File: src/rtl/if_fetch_unit_if.sv
// if_fetch_unit_if: signal bundle around the instruction-fetch reader.
// Groups the PC-register handshake (curr_pc, flush, pc_hazarded), the
// instruction-memory request/response channel (imem_req_*, imem_rsp_*) and the
// IF/ID output channel (id_valid, id_ready, id_pc, id_inst).
//   master : the fetch unit's view (drives requests, stall and IF/ID outputs)
//   slave  : the surrounding pipeline / memory view
interface if_fetch_unit_if #(
    parameter int unsigned ADDR_W = 32,
    parameter int unsigned DATA_W = 32
);
    logic [ADDR_W-1:0] curr_pc;
    logic              flush;
    logic              pc_hazarded;

    logic              imem_req_valid;
    logic              imem_req_ready;
    logic [ADDR_W-1:0] imem_req_addr;
    logic              imem_rsp_valid;
    logic [DATA_W-1:0] imem_rsp_data;

    logic              id_valid;
    logic              id_ready;
    logic [ADDR_W-1:0] id_pc;
    logic [DATA_W-1:0] id_inst;

    modport master (
        input  curr_pc, flush, imem_req_ready, imem_rsp_valid, imem_rsp_data, id_ready,
        output pc_hazarded, imem_req_valid, imem_req_addr, id_valid, id_pc, id_inst
    );

    modport slave (
        output curr_pc, flush, imem_req_ready, imem_rsp_valid, imem_rsp_data, id_ready,
        input  pc_hazarded, imem_req_valid, imem_req_addr, id_valid, id_pc, id_inst
    );
endinterface

File: src/rtl/if_fetch_unit.sv
// if_fetch_unit: in-order instruction-fetch reader between the PC register and
// instruction memory. Issues one read per accepted PC, matches in-order
// responses to their PCs, buffers {pc, inst} pairs and hands them to IF/ID.
// Ports:
//   clk  : rising-edge clock
//   rst  : synchronous active-high reset
//   bus  : if_fetch_unit_if.master (PC handshake, imem req/rsp, IF/ID output)
module if_fetch_unit #(
    parameter int unsigned ADDR_W = 32,
    parameter int unsigned DATA_W = 32,
    parameter int unsigned DEPTH  = 2
) (
    input  logic            clk,
    input  logic            rst,
    if_fetch_unit_if.master bus
);
    localparam int unsigned PW = $clog2(DEPTH);
    localparam int unsigned CW = PW + 1;
    localparam int unsigned EW = ADDR_W + DATA_W;

    logic [ADDR_W-1:0] pc_mem_q [DEPTH];
    logic [PW-1:0]     pc_wr_q, pc_wr_d, pc_rd_q, pc_rd_d;

    logic [EW-1:0]     buf_mem_q [DEPTH];
    logic [PW-1:0]     buf_wr_q, buf_wr_d, buf_rd_q, buf_rd_d;
    logic [CW-1:0]     buf_cnt_q, buf_cnt_d;

    logic [CW-1:0]     outst_q, outst_d;
    logic [CW-1:0]     drop_q, drop_d;

    logic [CW:0]       used;
    logic              credit, accept, rsp_take, keep, pop, id_valid;

    always_comb begin
        // Credit counts every fetch that will eventually occupy a buffer slot,
        // including ones already marked for dropping; uses pre-edge state only.
        used     = {1'b0, outst_q} + {1'b0, buf_cnt_q};
        credit   = used < (CW+1)'(DEPTH);

        bus.imem_req_valid = !rst && !bus.flush && credit;
        bus.imem_req_addr  = bus.curr_pc;
        accept             = bus.imem_req_valid && bus.imem_req_ready;
        bus.pc_hazarded    = rst || (!accept && !bus.flush);

        // Responses with nothing outstanding are ignored.
        rsp_take = !rst && bus.imem_rsp_valid && (outst_q != '0);
        // A response arriving in a flush cycle is consumed but discarded.
        keep     = rsp_take && (drop_q == '0) && !bus.flush;

        id_valid     = !rst && (buf_cnt_q != '0);
        pop          = id_valid && bus.id_ready;
        bus.id_valid = id_valid;
        {bus.id_pc, bus.id_inst} = id_valid ? buf_mem_q[buf_rd_q] : '0;

        pc_wr_d = pc_wr_q + PW'(accept);
        pc_rd_d = pc_rd_q + PW'(rsp_take);
        outst_d = outst_q + CW'(accept) - CW'(rsp_take);

        drop_d = drop_q;
        if (bus.flush) begin
            // Everything still outstanding after this edge belongs to the old path.
            drop_d = outst_q - CW'(rsp_take);
        end else if (rsp_take && (drop_q != '0)) begin
            drop_d = drop_q - CW'(1);
        end

        buf_wr_d  = buf_wr_q + PW'(keep);
        buf_rd_d  = buf_rd_q + PW'(pop);
        buf_cnt_d = buf_cnt_q + CW'(keep) - CW'(pop);
        if (bus.flush) begin
            buf_rd_d  = buf_wr_q;
            buf_cnt_d = '0;
        end
    end

    always_ff @(posedge clk) begin
        if (rst) begin
            pc_wr_q   <= '0;
            pc_rd_q   <= '0;
            buf_wr_q  <= '0;
            buf_rd_q  <= '0;
            buf_cnt_q <= '0;
            outst_q   <= '0;
            drop_q    <= '0;
        end else begin
            pc_wr_q   <= pc_wr_d;
            pc_rd_q   <= pc_rd_d;
            buf_wr_q  <= buf_wr_d;
            buf_rd_q  <= buf_rd_d;
            buf_cnt_q <= buf_cnt_d;
            outst_q   <= outst_d;
            drop_q    <= drop_d;
        end
    end

    // Storage arrays carry no reset; occupancy is tracked by the pointers above.
    always_ff @(posedge clk) begin
        if (accept) begin
            pc_mem_q[pc_wr_q] <= bus.curr_pc;
        end
        if (keep) begin
            buf_mem_q[buf_wr_q] <= {pc_mem_q[pc_rd_q], bus.imem_rsp_data};
        end
    end

    rsp_needs_request: assert property (
        @(posedge clk) disable iff (rst) bus.imem_rsp_valid |-> (outst_q != '0)
    );

endmodule

File: src/flat_wrapper.sv
// flat-port wrapper written by rule: the top's interface ports become plain ports
module if_fetch_unit_flat 
#(
    parameter int unsigned ADDR_W = 32,
    parameter int unsigned DATA_W = 32,
    parameter int unsigned DEPTH  = 2
)
  (clk, rst, bus_curr_pc, bus_flush, bus_imem_req_ready, bus_imem_rsp_valid, bus_imem_rsp_data, bus_id_ready, bus_pc_hazarded, bus_imem_req_valid, bus_imem_req_addr, bus_id_valid, bus_id_pc, bus_id_inst);
  if_fetch_unit_if #(.ADDR_W(ADDR_W), .DATA_W(DATA_W)) bus_i ();
  input  logic clk;
  input  logic rst;
  input wire logic [$bits(bus_i.curr_pc)-1:0] bus_curr_pc;
  input wire logic [$bits(bus_i.flush)-1:0] bus_flush;
  input wire logic [$bits(bus_i.imem_req_ready)-1:0] bus_imem_req_ready;
  input wire logic [$bits(bus_i.imem_rsp_valid)-1:0] bus_imem_rsp_valid;
  input wire logic [$bits(bus_i.imem_rsp_data)-1:0] bus_imem_rsp_data;
  input wire logic [$bits(bus_i.id_ready)-1:0] bus_id_ready;
  output wire logic [$bits(bus_i.pc_hazarded)-1:0] bus_pc_hazarded;
  output wire logic [$bits(bus_i.imem_req_valid)-1:0] bus_imem_req_valid;
  output wire logic [$bits(bus_i.imem_req_addr)-1:0] bus_imem_req_addr;
  output wire logic [$bits(bus_i.id_valid)-1:0] bus_id_valid;
  output wire logic [$bits(bus_i.id_pc)-1:0] bus_id_pc;
  output wire logic [$bits(bus_i.id_inst)-1:0] bus_id_inst;
  assign bus_i.curr_pc = bus_curr_pc;
  assign bus_i.flush = bus_flush;
  assign bus_i.imem_req_ready = bus_imem_req_ready;
  assign bus_i.imem_rsp_valid = bus_imem_rsp_valid;
  assign bus_i.imem_rsp_data = bus_imem_rsp_data;
  assign bus_i.id_ready = bus_id_ready;
  assign bus_pc_hazarded = bus_i.pc_hazarded;
  assign bus_imem_req_valid = bus_i.imem_req_valid;
  assign bus_imem_req_addr = bus_i.imem_req_addr;
  assign bus_id_valid = bus_i.id_valid;
  assign bus_id_pc = bus_i.id_pc;
  assign bus_id_inst = bus_i.id_inst;
  if_fetch_unit #(.ADDR_W(ADDR_W), .DATA_W(DATA_W), .DEPTH(DEPTH)) u_core (.clk(clk), .rst(rst), .bus(bus_i));
endmodule
File: config.mk
export PLATFORM = sky130hd
export DESIGN_NAME = if_fetch_unit_flat
export DESIGN_NICKNAME = d
export VERILOG_FILES = /design/src/rtl/if_fetch_unit_if.sv /design/src/rtl/if_fetch_unit.sv /design/src/flat_wrapper.sv
export SDC_FILE = /design/constraint.sdc
export NUM_CORES = 1
export LEC_CHECK = 0
export ABC_AREA = 1
export CAP_MARGIN = 20
export CORE_MARGIN = 4
export CORE_UTILIZATION = 54
export DETAILED_ROUTE_END_ITERATION = 12
export PLACE_DENSITY = 0.83
export SETUP_SLACK_MARGIN = 0.2
export SLEW_MARGIN = 25
export SYNTH_ARGS = -nofsm -noshare
export SYNTH_HDL_FRONTEND = slang
export SYNTH_SLANG_ARGS = --single-unit
export TNS_END_PERCENT = 100
File: constraint.sdc
create_clock -name clk -period 6.9 [get_ports clk]
set_input_delay 1.38 -clock clk [delete_from_list [all_inputs] [get_ports clk]]
set_output_delay 1.38 -clock clk [all_outputs]
set_load 0.03 [all_outputs]
==> results.ini, run 1 <==
[sta]
hold_violations = 0
fin_skew_ns = 0.00612
finalSetupTns_ns = 0
rsz0062_at_grt = no
period_share = 0.727
slew_violations = 0
worstMarginPinSlew_ns = 0.972
setup_viol = 0
period_needed_ns = 5.02
slew_headroom = 0.352
layout_setup_ws_ns = 1.88
fmax_mhz = 199

[synthesis]
synth_area_leaders = edfxtp_1 68%, nand2_1 16%, inv_1 3.4%
yosysUniqueCellTypes = 24
muxShareOfSynthArea = 0
synth-seq-area-share = 0.706
synth_fp_nets = 842
synthAdderAreaFrac = 0.0127
syn-cell-area_mm2 = 0.00845
synth_warnings = 0
synth_top_family_by_area = simple AND/OR/NAND/NOR gates
postSynthCellCount = 764
yosys.area_share.simple = 0.181
synth_top_area_cell = edfxtp_1
synth_compound_area_frac = 0.00533
ys_ff_latch = 202
synth_top_area_share = 0.682
syn-mean-instance-area_um2 = 11.1
synth_xor_area_frac = 0.00104

[place]
numPortBuffers = 168
post-place-ws_ns = 1.87
gpl.final_weighted_congestion = 0.788
dp_cells = 1086
dp_hpwl_um = 10300

[clocking]
cts-htree-levels = 1
root_buffer = clkbuf_16
clk_latency_ns = 0.48
cts_tree = built
cts_inserted_buffers = 21
cts_max_path_buffers = 3
ctsResizeCount = 0
cts_setup_buffers = 0
clkTransAtPathRegs_ns = 0.06
cts_hold_buf = 0
clock-sinks = 202

[setup_path]
crit_start = rst
cpPeakStageDelay_ns = 0.66
reg2reg_slack_ns = 4.30
crit_arrival_ns = 3.64
start_kind = input port
crit_chain = clkdlybuf4s50_1 > inv_4 > nand2_2 > inv_4 > nand2_1 > inv_1 > clkdlybuf4s50_1
cp-end-kind = output port
timing.rr.end = u_core.buf_mem_q[1][34]
path_depth = 7
cp_max_fo = 65
endpoint = bus_id_inst[12]
critPathRequiredTime_ns = 5.52
path_delay_family = buffers and inverters
reg2reg_from = u_core.outst_q[1]
crit_type = in -> out
reg2regPathDepth = 5
crit_slowest_cell = clkdlybuf4s50_1
crit_buf_inv = 5

[finish]
antenna_cells = 0
final_cell_mix = 361 x nand2_1, 192 x edfxtp_1, 168 x clkdlybuf4s50_1
final_common_cell = nand2_1
fillers = 1065
drive_above_1_share = 0.0704
syn_to_final_growth_pct = 25.9
nets = 976
multi_input_area_mm2 = 0.00172
stdcell_count = 1120
final_util = 0.697
seq_area_mm2 = 0.00597

[routing]
drtIter0Drc = 373
vias_per_cell = 4.79
wire_per_inst_um = 14.9
drcViolationCount = 0
first_pass_iters = 5
vias = 5368
ant_nets = 0
drt-total-wl_um = 16700

[die]
initial_core_util = 0.554
fp-row-count = 45
core_mm2 = 0.0153
fp.dieW_um = 133
die_h_um = 133
die_area_mm2 = 0.0177
ioPinCount = 169

[global_route]
grt_usage = 0.187
antenna_found_initial = 0
grt_pass1_vias = 5389
grt_max_degree = 67
gr-total-overflow = 0
grt_pass1_wl_um = 26500

[run_status]
status = complete, no violations

[pwr]
powerDensity_mw_per_mm2 = 246
power_mw = 2.62
peakVddDrop_uv = 218
p_leak_nw = 4.53

[job]
drv_cap = 0

[worst_hold_path]
hold_class = reg -> reg

Yosys cell counts:
cell type / n
xnor2_1: 1
buf_2: 19
buf_8: 4
nand4_1: 2
inv_2: 11
buf_6: 1
clkbuf_1: 2
nor3_1: 2
buf_12: 2
clkinv_1: 1
nand2_1: 361
buf_4: 33
nor2_1: 9
nand2_2: 11
fa_1: 1
nand3_1: 7
a21oi_1: 6
dfxtp_1: 10
inv_4: 1
o21ai_0: 3
edfxtp_1: 192
inv_1: 76
or2_2: 2
ha_1: 7
tightest hold or removal path: cells and delay by family (launching register included):
family	cells	cell delay [ns]
compound gates	1	0.07
simple gates	1	0.07
flops	1	0.31
logic make-up after synthesis:
kind of cell	after synthesis
AOI/OAI and AO/OA	9
xor gates and xnor gates	1
adders and majority gates	8
buffers and inverters	150
DFF	202
and+or+nand+nor	394
worst min-delay path by stage:
stage                startpoint                to  slack (ns)  cells after the start
2_1_floorplan  u_core.drop_q[1]  u_core.drop_q[1]        0.46                      2
3_3_place_gp   u_core.drop_q[1]  u_core.drop_q[1]        0.48                      2
3_5_place_dp   u_core.drop_q[0]  u_core.drop_q[0]        0.50                      2
4_1_cts        u_core.drop_q[0]  u_core.drop_q[0]        0.51                      2
5_1_grt        u_core.drop_q[1]  u_core.drop_q[1]        0.53                      2
6_report       u_core.drop_q[1]  u_core.drop_q[1]        0.51                      2
stage by stage:
stage	instance area (um2)	hold slack [ns]
after floorplan	8450	0.461
after global placement	10000	0.480
after detailed placement	10000	0.498
after CTS	10600	0.506
after global routing	10600	0.528
final	10600	0.507
state kept, by name, indices dropped and copies added, names as in the netlist:
signal and count:
u_core.pc_rd_q 1, u_core.buf_wr_q 1, u_core.pc_mem_q 64, u_core.pc_wr_q 1
u_core.buf_rd_q 1, u_core.buf_mem_q 128, u_core.outst_q 2, u_core.buf_cnt_q 2
u_core.drop_q 2
final cells by class:
cell class,count,share of cell area
Clock buffer,26,0.0540
Clock inverter,8,0.00600
Inverter,89,0.0321
Multi-Input combinational cell,412,0.161
Sequential cell,202,0.561
Tap cell,211,0.0248
Timing Repair Buffer,172,0.161
report_power, final:
group	total [mW]	internal, mW	switching [mW]
registers	1.37	1.37	0.00514
clock network	1.05	0.621	0.424
logic	0.200	0.0788	0.122
per-layer routing:
metal	wire length, um	track usage
met1	6900	0.232
met2	8350	0.333
met3	1040	0.0317
met4	404	0.0611
met5	0	0
Power figures use the tool's default switching activity.
==> run 2, diff against run 1 <==
Settings changed: CORE_UTILIZATION 54 to 47, PLACE_DENSITY 0.83 to 0.77.
Clock period 6.9 ns to 4.1 ns, I/O delays scaled along.
==> results.ini, run 2 (synthesized netlist as in run 1, its figures left out) <==
[sta]
rsz0062_at_grt = no
worstMarginPinSlew_ns = 0.918  ; -0.0534 ns
finalSetupTns_ns = 0  ; unchanged
slew_headroom = 0.384  ; +0.0318
setup_viol = 0  ; unchanged
period_share = 0.890
fmax_mhz = 274
slew_violations = 0  ; unchanged
period_needed_ns = 3.65
hold_violations = 0  ; unchanged
holdWs_ns = 0.502  ; -0.00492 ns
fin_skew_ns = 0.0103  ; +0.00422 ns

[finish]
final_cell_mix = 361 x nand2_1, 192 x edfxtp_1, 137 x clkdlybuf4s50_1
drive_above_1_share = 0.113  ; +0.0425
antenna_cells = 0  ; unchanged
fillers = 1331  ; +25%
largest_reg_flops = 128  ; unchanged
final_common_cell = nand2_1
reg_top3 = u_core.buf_mem_q x128, u_core.pc_mem_q x64
nets = 984  ; +0.82%
syn_to_final_growth_pct = 29.2
regMostFlops = u_core.buf_mem_q

[die]
ioPinCount = 169  ; unchanged
initial_core_util = 0.484  ; -0.0703
die_area_mm2 = 0.0202  ; +14%
fp-row-count = 48  ; +6.7%
die_h_um = 142  ; +6.8%
fp.dieW_um = 142  ; +6.8%
core_mm2 = 0.0175  ; +15%

[pwr]
p_leak_nw = 4.71  ; +4.0%
powerDensity_mw_per_mm2 = 410  ; +66%
peakVddDrop_uv = 403  ; +85%

[global_route]
grt_usage = 0.158  ; -0.0285
grt_max_degree = 66  ; -1.5%
grt_pass1_vias = 5259  ; -2.4%
grt_pass1_wl_um = 25600  ; -3.4%
antenna_found_initial = 0  ; unchanged
gr-total-overflow = 0  ; unchanged

[routing]
drcViolationCount = 0  ; unchanged
first_pass_iters = 4  ; -1
vias_per_cell = 4.61  ; -3.8%
drtIter0Drc = 270  ; -28%
ant_nets = 0  ; unchanged
vias = 5283  ; -1.6%
drt-total-wl_um = 16100  ; -3.5%
wire_per_inst_um = 14.1  ; -5.7%

[clocking]
cts-htree-levels = 1  ; unchanged
clk_latency_ns = 0.49  ; about the same
cts_setup_buffers = 0  ; unchanged
cts_inserted_buffers = 21  ; unchanged
cts_tree = built
clock-sinks = 202  ; unchanged
cts_max_path_buffers = 3  ; unchanged
root_buffer = clkbuf_16
cts_hold_buf = 0  ; unchanged
ctsResizeCount = 0  ; unchanged
clkTransAtPathRegs_ns = 0.06  ; about the same

[run_status]
status = complete, no violations

[place]
numPortBuffers = 168  ; unchanged
gpl.final_weighted_congestion = 0.812  ; +3.0%
dp_hpwl_um = 10500  ; +2.1%

[setup_path]
start_kind = input port
cpPeakStageDelay_ns = 0.67  ; about the same
crit_arrival_ns = 2.83  ; -0.81 ns
cpMostUsedCell = clkdlybuf4s50_1
cp-end-kind = output port
crit_chain = clkdlybuf4s50_1 > inv_4 > nand2_2 > inv_2 > buf_12 > nand2_1 > inv_1 > clkdlybuf4s50_1
cp_max_fo = 65  ; unchanged
crit_type = in -> out
crit_slowest_cell = clkdlybuf4s50_1
critPathRequiredTime_ns = 3.28  ; -2.24 ns

[worst_hold_path]
hold_class = reg -> reg

[job]
drv_cap = 0  ; unchanged

## run 2: cell types whose count changed in the layout (fill, tap and decap cells not counted), moves of 2 or more
| cell | delta |
|---|---|
| inv_4 | -2 |
| clkinv_1 | +4 |
| clkdlybuf4s50_1 | -31 |
| buf_12 | +20 |
| clkbuf_8 | -2 |
| buf_4 | +19 |
## run 2: through the flow
stage / cells / area [um2] / utilization / setup WS, ns / total power, mW
after floorplan: 764 / 8450 / - / 0.596 / 2.55
final: 1146 / 10900 / 0.625 / 0.452 / 4.47
after global routing: 1146 / 10900 / 0.625 / 0.310 / 4.65
after global placement: 1108 / 10200 / 0.586 / 0.508 / 2.68
after CTS: 1146 / 10900 / 0.625 / 0.444 / 4.52
after detailed placement: 1108 / 10200 / 0.586 / 0.443 / 2.69
## run 2: per-layer routing
metal | global-route usage | routed length (um)
met5 | 0 | 0
met4 | 0.0505 | 327
met3 | 0.0282 | 919
met2 | 0.265 | 7870
met1 | 0.211 | 6990
## run 2: worst paths after layout
kind	startpoint	end	slack, ns	depth (start not counted)
worst max-delay path	rst	bus_id_inst[20]	0.45	8
worst min-delay path	u_core.drop_q[1]	u_core.drop_q[1]	0.50	2
worst max register to register	u_core.buf_cnt_q[0]	u_core.pc_mem_q[0][13]	1.86	8
worst min register to register	u_core.drop_q[1]	u_core.drop_q[1]	0.50	2
## run 2: layout make-up
type,count,area [um2],share of cell area
well taps,225,282,0.0258
clock inverters,15,131,0.0120
flip-flops and latches,202,5970,0.546
clock buffers,23,543,0.0497
repair buffers,180,1940,0.178
multi-input cells,412,1720,0.157
inverters,89,337,0.0308
## run 2: worst max-delay path: cells and delay by family
kind	cells	cell delay, ns
buf+inv	6	1.82
simple gates	2	0.16
## run 2: where the power goes
part,internal (mW),switching (mW)
Sequential,2.30,0.00900
Clock,1.09,0.743
Combinational,0.137,0.199
==> run 3, diff against run 2 <==
Settings changed: GPL_ROUTABILITY_DRIVEN set to 0.
==> results of run 3 <==
The final DEF is identical to that of run 2; final timing and power are the same.
